## src/rtl/interface_hcsr04_multi_if.sv

```systemverilog
// Sensor-side bundle for the averaging HC-SR04 interface: request, echo, trigger,
// averaged distance and status, with controller (master) and interface (slave) views.
interface interface_hcsr04_multi_if #(
  parameter int WIDTH = 12
);
  logic             medir;
  logic             echo;
  logic             trigger;
  logic [WIDTH-1:0] medida;
  logic             pronto;
  logic             erro;
  logic [3:0]       db_estado;

  modport master (
    output medir, echo,
    input  trigger, medida, pronto, erro, db_estado
  );

  modport slave (
    input  medir, echo,
    output trigger, medida, pronto, erro, db_estado
  );
endinterface

```

## src/rtl/interface_hcsr04_multi.sv

```systemverilog
// HC-SR04 burst measurement: 2**LOG2_SAMPLES trigger/echo cycles, each echo rounded
// to whole cm, averaged into medida; echo timeout and out-of-range abort with erro.
module interface_hcsr04_multi #(
  parameter int WIDTH          = 12,
  parameter int LOG2_SAMPLES   = 2,
  parameter int CYCLES_PER_CM  = 2941,
  parameter int TRIGGER_CYCLES = 500,
  parameter int TIMEOUT_CYCLES = 1500000,
  parameter int MAX_CM         = 400,
  parameter int GAP_CYCLES     = 3000000
) (
  input logic                    clock,
  input logic                    reset,
  interface_hcsr04_multi_if.slave bus
);

  localparam int NSAMP   = 1 << LOG2_SAMPLES;
  localparam int CM_W    = $clog2(MAX_CM + 2) + 1;
  localparam int SUB_W   = $clog2(CYCLES_PER_CM + 1);
  localparam int IDX_W   = LOG2_SAMPLES + 1;
  localparam int ACC_W   = ((CM_W > WIDTH) ? CM_W : WIDTH) + LOG2_SAMPLES;
  localparam int TMR_MAX = (TIMEOUT_CYCLES > GAP_CYCLES)
                           ? ((TIMEOUT_CYCLES > TRIGGER_CYCLES) ? TIMEOUT_CYCLES : TRIGGER_CYCLES)
                           : ((GAP_CYCLES > TRIGGER_CYCLES) ? GAP_CYCLES : TRIGGER_CYCLES);
  localparam int TMR_W   = $clog2(TMR_MAX + 1);

  localparam logic [TMR_W-1:0] TRIG_LAST = TMR_W'(TRIGGER_CYCLES - 1);
  localparam logic [TMR_W-1:0] TOUT_LAST = TMR_W'(TIMEOUT_CYCLES - 1);
  localparam logic [TMR_W-1:0] GAP_LAST  = TMR_W'(GAP_CYCLES - 1);
  localparam logic [SUB_W-1:0] SUB_LAST  = SUB_W'(CYCLES_PER_CM - 1);
  localparam logic [SUB_W-1:0] SUB_HALF  = SUB_W'(CYCLES_PER_CM / 2);
  localparam logic [CM_W-1:0]  CM_MAX    = CM_W'(MAX_CM);
  localparam logic [IDX_W-1:0] IDX_END   = IDX_W'(NSAMP);

  localparam logic [2:0] IDLE      = 3'd0;
  localparam logic [2:0] TRIG      = 3'd1;
  localparam logic [2:0] WAIT_ECHO = 3'd2;
  localparam logic [2:0] MEASURE   = 3'd3;
  localparam logic [2:0] ACCUM     = 3'd4;
  localparam logic [2:0] GAP       = 3'd5;
  localparam logic [2:0] DONE      = 3'd6;
  localparam logic [2:0] ERR       = 3'd7;

  function automatic logic [CM_W-1:0] round_cm(input logic [CM_W-1:0] cm,
                                               input logic [SUB_W-1:0] res);
    round_cm = (res >= SUB_HALF) ? cm + CM_W'(1) : cm;
  endfunction

  function automatic logic [WIDTH-1:0] sat_avg(input logic [ACC_W-1:0] avg);
    logic [WIDTH-1:0] top;
    top = '1;
    sat_avg = (avg > ACC_W'(top)) ? top : WIDTH'(avg);
  endfunction

  logic             echo_p0, echo_p1;
  logic             medir_p0, medir_pulse;
  logic [2:0]       state;
  logic [TMR_W-1:0] timer;
  logic [SUB_W-1:0] sub_cnt;
  logic [CM_W-1:0]  cm_cnt;
  logic [CM_W-1:0]  sample;
  logic [ACC_W-1:0] acc;
  logic [IDX_W-1:0] idx;
  logic [WIDTH-1:0] medida_r;
  logic             erro_r;
  logic             echo_sync;

  // stage p0/p1: two-flop synchroniser for the asynchronous echo pin
  always_ff @(posedge clock) begin
    echo_p0 <= bus.echo;
    echo_p1 <= echo_p0;
  end

  assign echo_sync = echo_p1;

  always_ff @(posedge clock) begin
    if (!reset) begin
      medir_p0    <= 1'b0;
      medir_pulse <= 1'b0;
      state       <= IDLE;
      timer       <= '0;
      sub_cnt     <= '0;
      cm_cnt      <= '0;
      sample      <= '0;
      acc         <= '0;
      idx         <= '0;
      medida_r    <= '0;
      erro_r      <= 1'b0;
    end else begin
      medir_p0    <= bus.medir;
      medir_pulse <= bus.medir & ~medir_p0;
      case (state)
        IDLE: begin
          timer <= '0;
          if (medir_pulse) begin
            acc    <= '0;
            idx    <= '0;
            erro_r <= 1'b0;
            state  <= TRIG;
          end
        end
        TRIG: begin
          if (timer == TRIG_LAST) begin
            timer <= '0;
            state <= WAIT_ECHO;
          end else begin
            timer <= timer + TMR_W'(1);
          end
        end
        WAIT_ECHO: begin
          // expiry wins over a simultaneous echo rise
          if (timer == TOUT_LAST) begin
            timer <= '0;
            state <= ERR;
          end else if (echo_sync) begin
            timer   <= '0;
            sub_cnt <= SUB_W'(1);
            cm_cnt  <= '0;
            state   <= MEASURE;
          end else begin
            timer <= timer + TMR_W'(1);
          end
        end
        MEASURE: begin
          if (cm_cnt > CM_MAX) begin
            state <= ERR;
          end else if (!echo_sync) begin
            sample <= round_cm(cm_cnt, sub_cnt);
            state  <= ACCUM;
          end else if (sub_cnt == SUB_LAST) begin
            sub_cnt <= '0;
            cm_cnt  <= cm_cnt + CM_W'(1);
          end else begin
            sub_cnt <= sub_cnt + SUB_W'(1);
          end
        end
        ACCUM: begin
          acc   <= acc + ACC_W'(sample);
          idx   <= idx + IDX_W'(1);
          timer <= '0;
          state <= (idx + IDX_W'(1) == IDX_END) ? DONE : GAP;
        end
        GAP: begin
          if (timer == GAP_LAST) begin
            timer <= '0;
            state <= TRIG;
          end else begin
            timer <= timer + TMR_W'(1);
          end
        end
        DONE: begin
          medida_r <= sat_avg(acc >> LOG2_SAMPLES);
          erro_r   <= 1'b0;
          state    <= IDLE;
        end
        ERR: begin
          erro_r <= 1'b1;
          state  <= IDLE;
        end
        default: state <= IDLE;
      endcase
    end
  end

  assign bus.trigger   = (state == TRIG);
  assign bus.pronto    = (state == DONE) || (state == ERR);
  assign bus.medida    = medida_r;
  assign bus.erro      = erro_r;
  assign bus.db_estado = {1'b0, state};

endmodule

```

## src/flat_wrapper.sv

```systemverilog
// flat-port wrapper written by rule: the top's interface ports become plain ports
module interface_hcsr04_multi_flat 
#(
  parameter int WIDTH          = 12,
  parameter int LOG2_SAMPLES   = 2,
  parameter int CYCLES_PER_CM  = 2941,
  parameter int TRIGGER_CYCLES = 500,
  parameter int TIMEOUT_CYCLES = 1500000,
  parameter int MAX_CM         = 400,
  parameter int GAP_CYCLES     = 3000000
)
  (clock, reset, bus_medir, bus_echo, bus_trigger, bus_medida, bus_pronto, bus_erro, bus_db_estado);
  interface_hcsr04_multi_if #(.WIDTH(WIDTH)) bus_i ();
  input logic clock;
  input logic reset;
  input wire logic [$bits(bus_i.medir)-1:0] bus_medir;
  input wire logic [$bits(bus_i.echo)-1:0] bus_echo;
  output wire logic [$bits(bus_i.trigger)-1:0] bus_trigger;
  output wire logic [$bits(bus_i.medida)-1:0] bus_medida;
  output wire logic [$bits(bus_i.pronto)-1:0] bus_pronto;
  output wire logic [$bits(bus_i.erro)-1:0] bus_erro;
  output wire logic [$bits(bus_i.db_estado)-1:0] bus_db_estado;
  assign bus_i.medir = bus_medir;
  assign bus_i.echo = bus_echo;
  assign bus_trigger = bus_i.trigger;
  assign bus_medida = bus_i.medida;
  assign bus_pronto = bus_i.pronto;
  assign bus_erro = bus_i.erro;
  assign bus_db_estado = bus_i.db_estado;
  interface_hcsr04_multi #(.WIDTH(WIDTH), .LOG2_SAMPLES(LOG2_SAMPLES), .CYCLES_PER_CM(CYCLES_PER_CM), .TRIGGER_CYCLES(TRIGGER_CYCLES), .TIMEOUT_CYCLES(TIMEOUT_CYCLES), .MAX_CM(MAX_CM), .GAP_CYCLES(GAP_CYCLES)) u_core (.clock(clock), .reset(reset), .bus(bus_i));
endmodule
```

## config.mk

```make
export PLATFORM = sky130hd
export DESIGN_NAME = interface_hcsr04_multi_flat
export DESIGN_NICKNAME = d
export VERILOG_FILES = /design/src/rtl/interface_hcsr04_multi_if.sv /design/src/rtl/interface_hcsr04_multi.sv /design/src/flat_wrapper.sv
export SDC_FILE = /design/constraint.sdc
export NUM_CORES = 1
export LEC_CHECK = 0
export CORE_ASPECT_RATIO = 0.6
export CORE_MARGIN = 2
export CORE_UTILIZATION = 55
export DETAILED_ROUTE_END_ITERATION = 6
export GPL_TIMING_DRIVEN = 0
export PLACE_DENSITY = 0.85
export SYNTH_ARGS = -nofsm -noshare
export SYNTH_HDL_FRONTEND = slang
export SYNTH_SLANG_ARGS = --single-unit
export TNS_END_PERCENT = 1
```

## constraint.sdc

```tcl
create_clock -name clock -period 2.4 [get_ports clock]
set_clock_uncertainty 0.15 [all_clocks]
set_input_delay 0.36 -clock clock [delete_from_list [all_inputs] [get_ports clock]]
set_output_delay 0.36 -clock clock [all_outputs]
set_load 0.01 [all_outputs]
```

Word level (Yosys, flattened, before mapping)

Index checks and enable logic that the tools add are counted.

Flip-flop bits (word level): 91
Input port bits: 4
Logic and storage cells: 95

Add/sub/neg operators: 5
Order comparisons: 3
Eq/ne operators: 22
Mux-type cells: 34
Bitwise gates (word level): 4
Reductions and logical operators: 14

Operator list:

| operator              | number |
|---|---|
| $mux 22               | 4 |
| $pmux 22 s4           | 1 |
| $mux 12               | 6 |
| $mux 10               | 6 |
| $pmux 14 s2           | 1 |
| $mux 3                | 8 |
| $pmux 12 s2           | 1 |
| $add 22x1->22 const B | 1 |
| $eq 22x21->1 const B  | 1 |
| $eq 22x22->1 const B  | 1 |
| $eq 22x9->1 const B   | 1 |
| $pmux 3 s7            | 1 |
| $pmux 10 s2           | 1 |
| $eq 3x3->1 const B    | 5 |
| $add 14x10->14        | 1 |
| $mux 14               | 1 |
| $add 12x1->12 const B | 1 |
| $eq 12x12->1 const B  | 1 |
| $ge 12x11->1 const B  | 1 |
| $gt 12x12->1 const B  | 1 |
| $ne 2x1->1 const B    | 6 |
| $add 10x1->10 const B | 1 |
| $gt 10x9->1 const B   | 1 |
| $reduce_and 5->1      | 2 |
| 21 further kinds      | 28 |

Longest topological paths before layout

Depth after elaboration: 5
Depth in mapped cells: 9

Worst setup path before layout

No wires, ideal clock.

Path kind: register to register
From: register u_core.timer[0]
To: register u_core.timer[10]
Arrival: 2.073 ns
Data required time: 2.135 ns
Setup slack: 0.062 ns
Cell stages (with the launch flop): 9
Cell sequence: dfxtp_1 -> ha_1 -> nand3_1 -> or4_1 -> o211ai_2 -> o311ai_2 -> o21ai_4 -> buf_8 -> nor2_2

Word-level cells in the longest chain between the ends: 4

RTL lines:

| what                   | line                                                                                        | source |
|---|---|---|
| from (decl)            | interface_hcsr04_multi.sv:58                                                                | `logic [TMR_W-1:0] timer;` |
| from (signal assigned) | interface_hcsr04_multi.sv:107                                                               | `timer <= timer + TMR_W'(1);` |
| from (signal assigned) | interface_hcsr04_multi.sv:121                                                               | `timer <= timer + TMR_W'(1);` |
| from (signal assigned) | interface_hcsr04_multi.sv:148                                                               | `timer <= timer + TMR_W'(1);` |
| $add 22x1->22          | interface_hcsr04_multi.sv:107, interface_hcsr04_multi.sv:121, interface_hcsr04_multi.sv:148 |  |
| $mux 22                | interface_hcsr04_multi.sv:115                                                               | `end else if (echo_sync) begin` |
| $mux 22                | interface_hcsr04_multi.sv:112                                                               | `if (timer == TOUT_LAST) begin` |
| $pmux 22 s4 (*)        | interface_hcsr04_multi.sv:92                                                                | `case (state)` |

Every way passes the cells marked *; elsewhere a longest branch is shown, timed or not.
A chain may end at the register's enable or synchronous reset.

Worst setup path after layout

From: register u_core.timer[16]
To: register u_core.timer[15]

Word-level cells in the longest chain between the ends: 3

RTL lines:

| what                                 | line                                                                                        | source |
|---|---|---|
| $eq 22x22->1 (tied with other cells) | interface_hcsr04_multi.sv:144                                                               | `if (timer == GAP_LAST) begin` |
| $mux 22 (on tied branches)           | interface_hcsr04_multi.sv:144, interface_hcsr04_multi.sv:103, interface_hcsr04_multi.sv:112 |  |
| $pmux 22 s4 (*)                      | interface_hcsr04_multi.sv:92                                                                |  |

Marked as above.

==> impl_results.md <==
* Status: finished, violations left
* Failing checks: negative setup slack
* Die H at roughly 77 µm
* Slack of the critical path at -0.138 ns
* Maxcap violations at 0
* Antenna-violating nets left at 0
* Clock Root Buffer: clkbuf_16
* IO buf count at 21
* Mean Syn Cell Area at ~8.3 µm²
* Max-slew violation count at 0
* Post-DR vias/cell at between 6 and 7
* Worst skew pair latency at 0.35 ns
* PwrDens at 665 nW/µm²
* Initial antenna violation count at 0
* Synthesized cell area at 4850 µm²
* Post-DP Area at 5200 µm²
* Syn-to-layout area delta at 21.5%
* Peak supply drop at 388 µV
* Most frequent cells in the layout: dfxtp_1, nand2_1, nor2_1
* CP Max Fanout at 6
* Post-layout util at 69.0%
* Crit. End Element: flip-flop
* Clock tree from TritonCTS: built
* H-tree depth reported by CTS at 3
* DP HPWL at between 9 and 10 mm
* Critical path type: flip-flop to flip-flop
* Least-Margin Pin Slew at 0.649 ns
* Pre-Repair DR Iteration Count at 5
* RSZ-0062 raised after global routing: yes
* CTS max path bufs at 2
* Total grt overflow at 0
* Post-route DRC at 0
* Commonest non-fill, non-tap cell in the layout: dfxtp_1
* Static Leak at between 2 and 2.5 nW
* Total die area at just under 10000 µm²
* Cells on worst reg2reg path at 8
* Row cnt at 26
* F_max at 394 MHz
* Setup TNS at -2.12 ns
* GP Congestion at 1.00
* Final Critical Period at between 2 and 3 ns
* Primary FF master, synth: dfxtp_1
* Fin. Hold Viols at 0
* Distinct cells, synth at between 70 and 80
* Die W at 125 µm
* FFs w/ async S/R, synth at 0%
* Syn_nets at roughly 600
* WHS at ~0.18 ns
* Fin nets at between 600 and 700
* Largest net degree at the start of global routing at 16
* Yosys warns at 0
* Crit path DAT at between 2 and 3 ns
* First-pass GRT wire length at ~22 mm
* IO Pins at 23
* Share of layout cells above drive strength 1 at roughly 15%
* CTS clk-pin slew, worst paths at 0.07 ns
* Setup violators final at 21
* Num CTS Buffers at 9
* Initial Util at 56.7%
* EDFF count, synth at 0
* Sequential area share after synthesis at ~38%
* Final Cycle Share at 106%
* Synth Register Bits at 91
* Cells after Synth at about 590
* Initial DRC count at around 450
* Vias in the first global route at 4373
* Hold WC Path Type: flip-flop to flip-flop
* Data required, critical path at 2.49 ns
* Core area at between 8000 and 9000 µm²
* Layout fillers at 665
* # clock sinks at approximately 90
* GRT Total Usage at 28.1%
* Relative slew slack at between 50% and 60%
* Routed WL at ~14 mm
* DR vias at between 4k and 5k
* DR WL/cell at between 15 and 20 µm
* Crit start category: flip-flop
* Antenna cells at 0
* Final instance area at 5900 µm²
* Overall power at slightly below 4 mW
* Hold path cells at 0
[final cells by class]
class,instances,area (µm²),share of cell area [%]
clock buffers,10,239,4.05
inverters,20,75.1,1.27
repair buffers,31,350,5.94
multi-input cells,449,3030,51.3
flip-flops and latches,91,1840,31.2
clock inverters,6,88.8,1.51
well taps,112,140,2.38
plain buffers,26,139,2.35
[what timing repair did]
action                     4_1_cts  5_1_grt
gates cloned                     1        0
resized for setup               35       37
setup endpoints to repair       67       67
pin swaps                       12        6
hold endpoints to repair         0        0
hold buffers                     0        0
setup buffers                    6        3
[Yosys cell counts, types with 3 or more instances]
cell / n / area share, %
nor2_2: 10 / 1.3
nor2_1: 57 / 4.4
a22oi_1: 9 / 1.4
o311ai_1: 3 / 0.54
o21a_1: 5 / 0.77
o21ai_1: 4 / 0.41
a21o_1: 5 / 0.77
xor2_1: 25 / 4.5
dfxtp_1: 91 / 38
nor2b_1: 4 / 0.52
a31oi_1: 3 / 0.39
o31ai_1: 5 / 0.77
mux2i_1: 3 / 0.62
or4_1: 4 / 0.62
nand4b_1: 3 / 0.54
a211oi_1: 9 / 1.4
nand4_1: 10 / 1.3
xnor2_1: 13 / 2.3
clkbuf_1: 23 / 1.8
o21ai_0: 27 / 2.8
ha_1: 18 / 4.6
nand3_1: 35 / 3.6
nor3_1: 12 / 1.2
and4_1: 5 / 0.90
inv_1: 20 / 1.5
nor4_1: 3 / 0.39
nand2_1: 61 / 4.7
o2111ai_1: 7 / 1.3
nor3b_1: 4 / 0.62
and3_1: 13 / 1.7
o211ai_1: 8 / 1.2
and2_1: 10 / 1.3
nand2b_1: 4 / 0.52
a21oi_1: 32 / 3.3
[power by group]
group          internal (mW)  switching [mW]
clock network          0.940           0.614
registers               1.54          0.0429
logic                  0.306           0.478
total                   2.79            1.14
[worst max-delay path, stage by stage, from the launching register on]
cell and delay (ns):
dfxtp_1 0.36, nor4_1 0.58, nand3_1 0.25, o22ai_1 0.34
o311ai_4 0.19, o21ai_4 0.24, buf_12 0.15, buf_8 0.12
nor2_2 0.04
[worst paths after layout]
check,startpoint,to,slack (ns)
setup / recovery,u_core.timer[16],u_core.timer[15],-0.14
hold / removal,u_core.echo_p0,u_core.echo_p1,0.18
setup reg to reg,u_core.timer[16],u_core.timer[15],-0.14
hold reg to reg,u_core.echo_p0,u_core.echo_p1,0.18
[kinds of logic after synthesis]
family | after synthesis | synth area share [%]
buffers and inverters | 48 | 4.07
flip-flops | 91 | 37.5
AO/OA/AOI/OAI | 144 | 20.7
adder cells (fa/ha/maj) | 19 | 5.05
XOR/XNOR | 38 | 6.86
AND/OR/NAND/NOR | 244 | 25.1
multiplexers | 3 | 0.619
other | 1 | 0.0772
[layer usage]
layer,track usage (%),vias up,part of all wire (%)
met3,6.49,35,10
met5,0,-,0
met2,42.7,255,44
li1,-,2215,-
met4,8.56,0,2.0
met1,39.9,2246,44
[registers in the layout, summed over array words and instances, names as in the netlist, 3 cells and up]
register,cells
u_core.timer,22
u_core.acc,14
u_core.bus.medida,12
u_core.sub_cnt,12
u_core.cm_cnt,10
u_core.sample,10
u_core.idx,3
u_core.state,3
[metrics by stage]
step	std cells	setup WS, ns
3_3_place_gp	721	-0.300
6_report	745	-0.138
4_1_cts	744	-0.126
5_1_grt	745	-0.213
2_1_floorplan	588	0.0621
3_5_place_dp	721	-0.322
Note: power is estimated with default switching activity, not from simulation.
